===== src/rtl/seg_pkg.sv =====
// Shared definitions for the seven-segment scan driver: segment bit order,
// the segment vector type and the hex glyph table.
package seg_pkg;

    typedef logic [7:0] seg_t;
    typedef logic [6:0] glyph_t;

    localparam int SEG_A  = 0;
    localparam int SEG_B  = 1;
    localparam int SEG_C  = 2;
    localparam int SEG_D  = 3;
    localparam int SEG_E  = 4;
    localparam int SEG_F  = 5;
    localparam int SEG_G  = 6;
    localparam int SEG_DP = 7;

    // Glyphs are stored active-high in g..a order, index = hex nibble.
    localparam glyph_t HEX_TABLE [16] = '{
        7'h3F, 7'h06, 7'h5B, 7'h4F, 7'h66, 7'h6D, 7'h7D, 7'h07,
        7'h7F, 7'h6F, 7'h77, 7'h7C, 7'h39, 7'h5E, 7'h79, 7'h71
    };

endpackage


===== src/rtl/seg_hex_decode.sv =====
// Combinational hex nibble plus decimal point to active-high segment vector.
module seg_hex_decode
    import seg_pkg::*;
(
    input  logic [3:0] nibble,
    input  logic       dp,
    output seg_t       seg
);

    glyph_t glyph;

    // The table is in canonical g..a order; remap here so the pin order
    // follows the SEG_* positions only.
    always_comb begin
        glyph       = HEX_TABLE[nibble];
        seg         = '0;
        seg[SEG_A]  = glyph[0];
        seg[SEG_B]  = glyph[1];
        seg[SEG_C]  = glyph[2];
        seg[SEG_D]  = glyph[3];
        seg[SEG_E]  = glyph[4];
        seg[SEG_F]  = glyph[5];
        seg[SEG_G]  = glyph[6];
        seg[SEG_DP] = dp;
    end

endmodule


===== src/rtl/seg_scan.sv =====
// Time-multiplexed N-digit seven-segment driver with frame-synchronous updates.
// Define SEG_LZB_EN to enable leading-zero blanking.
module seg_scan
    import seg_pkg::*;
#(
    parameter int unsigned DIGITS     = 8,
    parameter int unsigned DIV        = 1000,
    parameter int unsigned BLANK      = 2,
    parameter int unsigned ACTIVE_LOW = 1
) (
    input  logic                clk,
    input  logic                rst,
    input  logic                data_valid,
    output logic                data_ready,
    input  logic [4*DIGITS-1:0] data,
    input  logic [DIGITS-1:0]   dp,
    output logic [7:0]          seg_o,
    output logic [DIGITS-1:0]   an_o,
    output logic                frame_tick
);

    localparam int unsigned DIV_W = $clog2(DIV);
    localparam int unsigned IDX_W = $clog2(DIGITS);
    localparam logic        POL   = (ACTIVE_LOW != 0);

    logic [DIV_W-1:0]    div_cnt;
    logic [IDX_W-1:0]    dig_idx;
    logic [4*DIGITS-1:0] disp_data;
    logic [4*DIGITS-1:0] pend_data;
    logic [DIGITS-1:0]   disp_dp;
    logic [DIGITS-1:0]   pend_dp;
    logic                pend_full;
    logic                digit_end;
    logic                boundary;
    logic                in_blank;
    logic [DIGITS-1:0]   lzb_mask;
    logic [3:0]          cur_nibble;
    logic                cur_dp;
    seg_t                cur_seg;
    seg_t                seg_next;
    logic [DIGITS-1:0]   an_next;

    assign digit_end  = (div_cnt == DIV_W'(DIV - 1));
    assign boundary   = digit_end && (dig_idx == IDX_W'(DIGITS - 1));
    assign in_blank   = (32'(div_cnt) < BLANK);
    assign data_ready = !pend_full;

    always_ff @(posedge clk) begin
        if (rst) begin
            div_cnt <= '0;
            dig_idx <= '0;
        end else if (digit_end) begin
            div_cnt <= '0;
            dig_idx <= (dig_idx == IDX_W'(DIGITS - 1)) ? '0 : dig_idx + IDX_W'(1);
        end else begin
            div_cnt <= div_cnt + DIV_W'(1);
        end
    end

    // Swap and capture are mutually exclusive: a swap needs pend_full, a
    // capture needs it clear, so a boundary-cycle accept lands in pending.
    always_ff @(posedge clk) begin
        if (rst) begin
            pend_data <= '0;
            pend_dp   <= '0;
            pend_full <= 1'b0;
            disp_data <= '0;
            disp_dp   <= '0;
        end else if (pend_full) begin
            if (boundary) begin
                disp_data <= pend_data;
                disp_dp   <= pend_dp;
                pend_full <= 1'b0;
            end
        end else if (data_valid) begin
            pend_data <= data;
            pend_dp   <= dp;
            pend_full <= 1'b1;
        end
    end

`ifdef SEG_LZB_EN
    logic lead;

    always_comb begin
        lead     = 1'b1;
        lzb_mask = '0;
        for (int i = DIGITS - 1; i >= 1; i--) begin
            lead        = lead && (disp_data[4*i +: 4] == 4'h0) && !disp_dp[i];
            lzb_mask[i] = lead;
        end
    end
`else
    assign lzb_mask = '0;
`endif

    assign cur_nibble = disp_data[4*dig_idx +: 4];
    assign cur_dp     = disp_dp[dig_idx];

    seg_hex_decode u_decode (
        .nibble (cur_nibble),
        .dp     (cur_dp),
        .seg    (cur_seg)
    );

    always_comb begin
        an_next  = '0;
        seg_next = '0;
        if (!in_blank) begin
            an_next = DIGITS'(1) << dig_idx;
            if (!lzb_mask[dig_idx]) begin
                seg_next = cur_seg;
            end
        end
    end

    always_ff @(posedge clk) begin
        if (rst) begin
            seg_o      <= {8{POL}};
            an_o       <= {DIGITS{POL}};
            frame_tick <= 1'b0;
        end else begin
            seg_o      <= seg_next ^ {8{POL}};
            an_o       <= an_next ^ {DIGITS{POL}};
            frame_tick <= boundary;
        end
    end

endmodule


===== config.mk =====
export PLATFORM = sky130hd
export DESIGN_NAME = seg_scan
export DESIGN_NICKNAME = d
export VERILOG_FILES = /design/src/rtl/seg_pkg.sv /design/src/rtl/seg_hex_decode.sv /design/src/rtl/seg_scan.sv
export SDC_FILE = /design/constraint.sdc
export NUM_CORES = 1
export LEC_CHECK = 0
export CORE_MARGIN = 10
export CORE_UTILIZATION = 49
export CTS_CLUSTER_SIZE = 28
export DETAILED_ROUTE_END_ITERATION = 16
export HOLD_SLACK_MARGIN = 0.05
export PLACE_DENSITY = 0.75
export SYNTH_ARGS = -nofsm -noshare
export SYNTH_HDL_FRONTEND = slang
export SYNTH_SLANG_ARGS = --single-unit

===== constraint.sdc =====
create_clock -name clk -period 2.5 [get_ports clk]
set_input_delay 0.25 -clock clk [delete_from_list [all_inputs] [get_ports clk]]
set_output_delay 0.25 -clock clk [all_outputs]
set_load 0.03 [all_outputs]

==> run metrics, run 1 <==
Worst Slack Setup Final=0.134 ns; n_diodes=0; Worst Tran Pin Value=0.868 ns; Seq cells post-synth=about 110; status=finished, final reports clean; met2 global-route usage=23.2%; Leak=1.92 nW; clk root buf=clkbuf_8; gr busiest metal=met2; synth warn=0; clock sink total=111; Post-synth EDFFs=0; Final Util=60.7%; Crit. End Element=flop; RePlAce Congestion=0.937; FF-to-FF setup slack=0.13 ns; worst-path fanout max=7; nets=630; num ports=61; clock power share=34.4%; most frequent cell after synthesis=nand2_1; Initial Util=around 50%; DIE HEIGHT=115 microns; Cells after Synth=523; # DRC=0; post-layout min period=2.37 ns; Initial DRC Count=between 200 and 300; synth top area cells=dfxtp_1, nand2_1, a21oi_1, mux4_2, ha_1; max-cap violations=0; first-pass GRT wire length=15800 microns; CTS tree=done; Worst EP arrival=2.60 ns; vias in the first global route=roughly 3500; Post-CTS Setup Inserts=0; Crit Path Class=reg -> reg; final WL=between 9000 and 10000 microns; final max-slew violation count=0; skew final=approximately 0.013 ns; Rel. slew slack=between 40% and 50%; share of cells above drive strength 1=8.98%; Longest Clk Path Bufs=2; Worst Hold Class=in -> reg; # setup viols final=0; Port Buffers=60; All-Layer GR Usage=14.5%; Pwr Total=roughly 0.0032 W; max frequency=roughly 420 MHz; largest net degree at the start of global routing=89; Netlist Area Pre-Place=0.00444 sq mm; Cell Int Power=0.00246 W; vias per cell=5.16; top_reg_cell synth=dfxtp_1; iteration count of the initial detailed-routing pass=4; standard-cell row count=34; Logic pwr share=about 7.7%; M3 GR Usage=4.84%; most frequent cells after synthesis=nand2_1, dfxtp_1, a21oi_1; Synth Net Count=579; Clock H-tree levels=3; Max VDD drop=0.349 mV; Final ANT Viol Nets=0; GRT overflow=0; Switching Share=a little under a quarter; sequential share of the synthesized area=between 50% and 60%; number of CTS-inserted buffers=9; endpoints failing hold=0; Die ar.=0.0133 sq mm; DR WL/cell=13.7 microns; critical path data required time=approximately 2.7 ns; area delta synth->final=19.6%; unrepaired setup endpoints after global routing=false; Synth area leader=dfxtp_1; chip width=115 microns; Seq pwr share=57.9%; Sw Pwr=about 0.00073 W; Worst-path clk slew=0.09 ns; CP startpoint kind=flop; Hold-fix buffers, CTS=0; Synth top area share=between 50% and 60%; Post-DP HPWL=6780 microns; antenna violations before repair=0; syn_area_per_cell=8.50 sq um; via count=around 3500; Setup WS pre-CTS=-0.00116 ns; hold_ws=roughly 0.27 ns; Yosys cell types=46; Setup TNS=0 ns; later-pin clock latency in the skew report=0.37 ns; asr flop ratio synth=0%; pwr/cell area=600 mW/mm^2; CORE AREA=0.00876 sq mm; period utilization=94.6%; met1 usage=17.2%
[placed cells by master (no fill, tap or decap), types with 6 or more instances in the layout]
cell type,n
xnor2_1,6
ha_1,13
nor2_1,23
nand3_1,9
buf_4,14
dfxtp_1,110
a21oi_1,84
clkdlybuf4s50_1,59
clkbuf_8,11
nand2_1,174
mux4_2,8
inv_1,8
[logic make-up after synthesis]
family / Yosys count / synth area share (%)
and+or+nand+nor: 226 / 20.9
DFF: 111 / 50.0
AOI/OAI and AO/OA: 106 / 13.2
buffers and inverters: 44 / 4.87
muxes: 16 / 6.02
adders and majority gates: 13 / 3.66
xor gates and xnor gates: 7 / 1.38
[layer usage]
metal / wire length (microns) / vias up / part of all wire, %
met5: 0 / - / 0
met4: 124 / 0 / 1.3
met3: 652 / 13 / 6.9
met2: 4440 / 85 / 47
met1: 4180 / 1615 / 44
li1: - / 1830 / -
[layout make-up]
cell class              count  area, sq um
repair buffers             74          701
multi-input cells         368         2010
inverters                  10         37.5
fillers                   793         3450
clock buffers              12          155
well taps                 108          135
flip-flops and latches    111         2230
clock inverters             4         51.3
[through the flow]
stage	instance area, sq um	std cells
after floorplan	4440	523
after global placement	5100	671
after detailed placement	5100	671
after CTS	5310	687
after global routing	5320	687
final	5320	687
[sequential cells by signal (all words and copies together) (netlist names)]
signal and flops:
pend_data 32, an_o 8, pend_dp 8, disp_dp 8
seg_o 8, pend_full 1, frame_tick 1, disp_data 32
div_cnt 10, dig_idx 3
[worst max-delay path: stages, from the launching register on]
cell       delay (ns)
dfxtp_4          0.42
mux4_2           0.51
nand2_1          0.08
and2_1           0.20
inv_1            0.13
ha_1             0.22
inv_1            0.09
nor3_1           0.06
a2111oi_1        0.41
a31oi_1          0.10
[final timing paths]
kind | depth (start not counted) | end | startpoint
max reg2reg | 9 | seg_o[3] | dig_idx[0]
max | 9 | seg_o[3] | dig_idx[0]
min | 4 | seg_o[7] | rst
min reg2reg | 1 | div_cnt[0] | div_cnt[0]
[power by group through the flow]
stage / sequential, W / combinational (W) / clock [W]
6_report: 0.00185 / 0.000247 / 0.00110
5_1_grt: 0.00185 / 0.000275 / 0.00119
4_1_cts: 0.00185 / 0.000250 / 0.00113
3_5_place_dp: 0.00189 / 0.000249 / 0
3_3_place_gp: 0.00189 / 0.000242 / 0
2_1_floorplan: 0.00190 / 0.000111 / 0
[repair_timing]
| action | in CTS | in global routing |
|---|---|---|
| pin swaps | 0 | 0 |
| setup endpoints to repair | 1 | 1 |
| resized for setup | 1 | 2 |
| gates cloned | 0 | 0 |
No activity file was read; power rests on OpenSTA's default activity.
==> inputs of run 2 (changes only) <==
- MAX_ROUTING_LAYER: not set -> met4
==> run 2 against run 1 <==
Effect of this change: fmax rose by 0.24%; cell count unchanged; critical endpoint unchanged; die area did not move; register-to-register slack is essentially flat; final area did not move; clock skew grew 0.00052 ns; total power about the same; sequential share of layout area is the same; sequential power about the same; combinational power is essentially flat.
==> run metrics, run 2 (synthesis results as in run 1) <==
biggest regs=disp_data: 32 flops, pend_data: 32 flops, div_cnt: 10 flops; Worst Slack Setup Final=0.140 ns (+0.00561 ns); Final ANT Viol Nets=0 (unchanged); most frequent cells in the layout=nand2_1, dfxtp_1, a21oi_1; num ports=61 (unchanged); Worst Tran Pin Value=0.885 ns (+0.0169 ns); status=finished, final reports clean; Worst Hold Class=in -> reg; final WL=9410 microns (+0.19%); Post-CTS Setup Inserts=0 (unchanged); first-pass GRT wire length=15800 microns (about the same); placed inst area=0.00510 sq mm (unchanged); RePlAce Congestion=0.954 (+1.8%); final max-slew violation count=0 (unchanged); Die ar.=0.0133 sq mm (unchanged); register area=0.00223 sq mm (unchanged); max frequency=424 MHz (+0.24%); Worst-path clk slew=0.09 ns (about the same); vias in the first global route=3536 (-0.085%); fill count=793 (unchanged); endpoints failing hold=0 (unchanged); # setup viols final=0 (unchanged); Layout Cell Area excl Fill=0.00532 sq mm (unchanged); post-layout min period=2.36 ns (-0.00561 ns); All-Layer GR Usage=14.9% (+0.43 points); Cell Count, Final, Fillers Out=687 (unchanged); Leak=1.92 nW (unchanged); Worst EP arrival=2.60 ns (about the same); clock sink total=111 (unchanged); # DRC=0 (unchanged); antenna violations before repair=0 (unchanged); Clock H-tree levels=3 (unchanged); clk root buf=clkbuf_8; hold_ws=0.270 ns (+0.000864 ns); vias per cell=5.21 (+0.96%); commonest non-fill, non-tap cell in the layout=nand2_1; Max VDD drop=0.348 mV (-0.16%); iteration count of the initial detailed-routing pass=4 (unchanged); share of cells above drive strength 1=8.98% (unchanged); max-cap violations=0 (unchanged); Crit. End Element=flop; area delta synth->final=19.6% (unchanged); Longest Clk Path Bufs=2 (unchanged); area occupied by multi-input gates=0.00201 sq mm (unchanged); CORE AREA=0.00876 sq mm (unchanged); Initial Util=50.7% (unchanged); Crit Path Class=reg -> reg; Pwr Total=0.00319 W (about the same); Placed Cells=671 (unchanged); unrepaired setup endpoints after global routing=false; via count=3577 (+0.96%); CP startpoint kind=flop; Port Buffers=60 (unchanged); number of CTS-inserted buffers=9 (unchanged); chip width=115 microns (unchanged); largest net degree at the start of global routing=89 (unchanged); critical path data required time=2.74 ns (about the same); n_diodes=0 (unchanged); period utilization=94.4% (-0.22 points); DIE HEIGHT=115 microns (unchanged); Initial DRC Count=279 (+1.8%); worst-path fanout max=7 (unchanged); Hold-fix buffers, CTS=0 (unchanged); pwr/cell area=600 mW/mm^2 (about the same); Post-DP HPWL=6780 microns (unchanged); DR WL/cell=13.7 microns (+0.19%); CTS tree=done; Rel. slew slack=41.0% (-1.1 points); standard-cell row count=34 (unchanged); skew final=0.0137 ns (+0.000519 ns); GRT overflow=0 (unchanged); nets=630 (unchanged); later-pin clock latency in the skew report=0.37 ns (about the same); Setup WS pre-CTS=-0.00116 ns (unchanged)
==> run 2: where the power goes <==
part	total (W)	leakage [nW]	switching, W	internal (W)
clock network	0.00109	0.103	0.000574	0.000521
logic	0.000247	0.917	0.000129	0.000119
registers	0.00185	0.904	0.0000275	0.00182
total	0.00319	1.92	0.000730	0.00246
==> run 2: final timing paths <==
path | startpoint | end | slack, ns | cells past startpoint
worst max-delay path | dig_idx[0] | seg_o[3] | 0.14 | 9
worst min-delay path | rst | seg_o[7] | 0.27 | 4
worst min register to register | div_cnt[0] | div_cnt[0] | 0.45 | 1
worst max register to register | dig_idx[0] | seg_o[3] | 0.14 | 9
==> run 2: timing repair <==
action / CTS / global route
setup endpoints to repair: 1 / 1
cloned: 0 / 0
gates resized for setup: 1 / 2
==> run 2: final cells by class <==
cell class	instances	area share (%)
timing repair buffer	74	13.2
inverter	10	0.706
tap	108	2.54
clock buffer	12	2.92
multi-input combinational	368	37.8
sequential	111	41.9
clock inverter	4	0.965
==> run 2: per-layer routing <==
layer | part of all wire, % | global-route usage (%) | vias up | wire length, microns
met5 | 0 | - | - | 0
met4 | 1.4 | 5.94 | 0 | 130
met3 | 5.9 | 4.64 | 15 | 551
met2 | 47 | 23.2 | 83 | 4410
met1 | 46 | 17.6 | 1647 | 4320
li1 | - | - | 1832 | -
==> run 2: worst max-delay path, cell delays in order (launching register included) <==
cell	delay, ns
dfxtp_4	0.42
mux4_2	0.51
nand2_1	0.08
and2_1	0.20
inv_1	0.13
ha_1	0.22
inv_1	0.09
nor3_1	0.06
a2111oi_1	0.41
a31oi_1	0.09
==> run 2: per-stage QoR <==
stage / util (%) / TNS, ns
after floorplan: - / 0
after global placement: 58.2 / 0
after detailed placement: 58.2 / -0.00116
after CTS: 60.6 / 0
after global routing: 60.7 / 0
final: 60.7 / 0
==> inputs of run 3 (changes only) <==
- REMOVE_ABC_BUFFERS: not set -> 1
==> run 3 against run 2 <==
Effect of this change: routed wire length down 1.2%; sequential share of layout area up 0.29 points; critical path depth unchanged; sequential power about the same; worst setup slack better by 0.025 ns; core utilization down 0.49 points; combinational power about the same; cell count down 0.29%; flip-flop and latch count unchanged; critical endpoint unchanged; highest routed layer unchanged.
==> run metrics, run 3 (synthesis results as in run 1) <==
status=finished, final reports clean; later-pin clock latency in the skew report=0.35 ns (-0.02 ns); Leak=1.90 nW (-1.2%); via count=3579 (+0.056%); biggest regs=disp_data: 32 flops, pend_data: 32 flops, div_cnt: 10 flops; Initial Util=50.7% (unchanged); clk root buf=clkbuf_8; Seq pwr share=59.4% (+1.5 points); WL met3=401 microns (-27%); CTS tree=done; Max VDD drop=0.291 mV (-16%); Placed Cells=669 (-0.30%); max-cap violations=0 (unchanged); GRT overflow=0 (unchanged); Longest Clk Path Bufs=2 (unchanged); Rel. slew slack=60.2% (+19 points); first-pass GRT wire length=16200 microns (+2.3%); Post-DP HPWL=6560 microns (-3.2%); final max-slew violation count=0 (unchanged); DR WL met2=4500 microns (+2.0%); chip width=115 microns (unchanged); worst-path fanout max=7 (unchanged); nets=628 (-0.32%); CORE AREA=0.00876 sq mm (unchanged); Initial DRC Count=179 (-36%); Crit. End Element=flop; unrepaired setup endpoints after global routing=false; commonest non-fill, non-tap cell in the layout=nand2_1; Cell Count, Final, Fillers Out=685 (-0.29%); Largest stage delay, worst path=0.52 ns (about the same); period utilization=93.4% (-1.0 points); num ports=61 (unchanged); Crit path top cell by count=inv_1; Cell Int Power=0.00240 W (-2.2%); iteration count of the initial detailed-routing pass=4 (unchanged); vias in the first global route=3608 (+2.0%); Worst Hold Class=in -> reg; pwr/cell area=590 mW/mm^2 (-1.7%); number of CTS-inserted buffers=9 (unchanged); routed metal-1 wirelength=4300 microns (-0.30%); DR WL/cell=13.6 microns (-0.88%); DR top layer=met4; antenna violations before repair=0 (unchanged); RePlAce Congestion=0.832 (-13%); Setup TNS=0 ns (unchanged); largest net degree at the start of global routing=59 (-34%); most frequent cells in the layout=nand2_1, dfxtp_1, a21oi_1; Logic pwr share=7.9% (about the same); critical path data required time=2.72 ns (-0.02 ns); n_diodes=0 (unchanged); area delta synth->final=18.6%; standard-cell row count=34 (unchanged); hold_ws=0.394 ns (+0.125 ns); Hold-fix buffers, CTS=0 (unchanged); DIE HEIGHT=115 microns (unchanged); skew final=0.0113 ns (-0.00235 ns); Pwr Total=0.00311 W (-2.5%); clock power share=32.7% (-1.6 points); # DRC=0 (unchanged); Worst-path clk slew=0.09 ns (about the same); Switching Share=22.7% (-0.25 points); CP startpoint kind=flop; fill count=808 (+1.9%); # setup viols final=0 (unchanged); crit path cell chain=mux4_2 -> nand2_1 -> and2_1 -> inv_1 -> ha_1 -> inv_1 -> nor3_1 -> a2111oi_0 -> a31oi_1; Layout Cell Area excl Fill=0.00527 sq mm (-0.80%); vias per cell=5.22 (+0.35%); Worst EP arrival=2.55 ns (-0.05 ns); All-Layer GR Usage=14.8% (-0.12 points); placed inst area=0.00509 sq mm (-0.29%); Die ar.=0.0133 sq mm (unchanged); Port Buffers=60 (unchanged); Worst Tran Pin Value=0.597 ns (-0.288 ns); final WL=9300 microns (-1.2%); post-layout min period=2.34 ns (-0.0249 ns); Crit Path Class=reg -> reg; max frequency=428 MHz (+1.1%); Sw Pwr=0.000704 W (-3.5%); Clock H-tree levels=3 (unchanged); Final ANT Viol Nets=0 (unchanged); clock sink total=111 (unchanged); share of cells above drive strength 1=8.15% (-0.84 points); Slowest-stage cell, CP=mux4_2; endpoints failing hold=0 (unchanged)
==> run 3: per-layer routing <==
layer,global-route usage [%],vias to the layer above
met5,-,-
met4,4.21,0
met3,3.02,10
met2,24.6,91
met1,17.7,1650
li1,-,1828
==> run 3: final cells by class <==
| type | instances | area [sq um] | share of cell area [%] |
|---|---|---|---|
| flip-flops and latches | 111 | 2220 | 42.2 |
| multi-input cells | 368 | 2010 | 38.1 |
| repair buffers | 72 | 686 | 13.0 |
| clock buffers | 13 | 139 | 2.63 |
| well taps | 108 | 135 | 2.56 |
| clock inverters | 3 | 43.8 | 0.831 |
| inverters | 10 | 37.5 | 0.712 |
==> run 3: repair_timing <==
item | in CTS | in global routing
buffers inserted | 0 | 0
endpoints found under the setup margin | 0 | 1
gates resized for setup | 0 | 1
==> run 3: per-stage QoR <==
stage,worst slack [ns],util [%]
6_report,0.165,60.2
3_5_place_dp,0.0854,58.1
3_3_place_gp,0.173,58.1
5_1_grt,0.00737,60.2
4_1_cts,0.0679,60.2
2_1_floorplan,-0.120,-
==> run 3: final timing paths <==
path | from | end | slack [ns] | cells after the start
hold / removal | rst | div_cnt[2] | 0.39 | 2
hold reg to reg | div_cnt[0] | div_cnt[0] | 0.45 | 1
setup / recovery | dig_idx[0] | seg_o[3] | 0.16 | 9
setup reg to reg | dig_idx[0] | seg_o[3] | 0.16 | 9
==> run 3: power by group through the flow <==
stage          Sequential, W  Combinational, W  Clock, W
2_1_floorplan        0.00190         0.0000864         0
3_3_place_gp         0.00189          0.000245         0
3_5_place_dp         0.00189          0.000249         0
4_1_cts              0.00185          0.000249   0.00104
5_1_grt              0.00186          0.000273   0.00111
6_report             0.00185          0.000246   0.00102
==> run 3: critical path: cells and delay by family (launching register included) <==
kind	cells	cell delay [ns]
simple gates	3	0.33
flops	1	0.45
mux	1	0.52
compound gates	2	0.49
fa+ha+maj	1	0.21
buf+inv	2	0.20
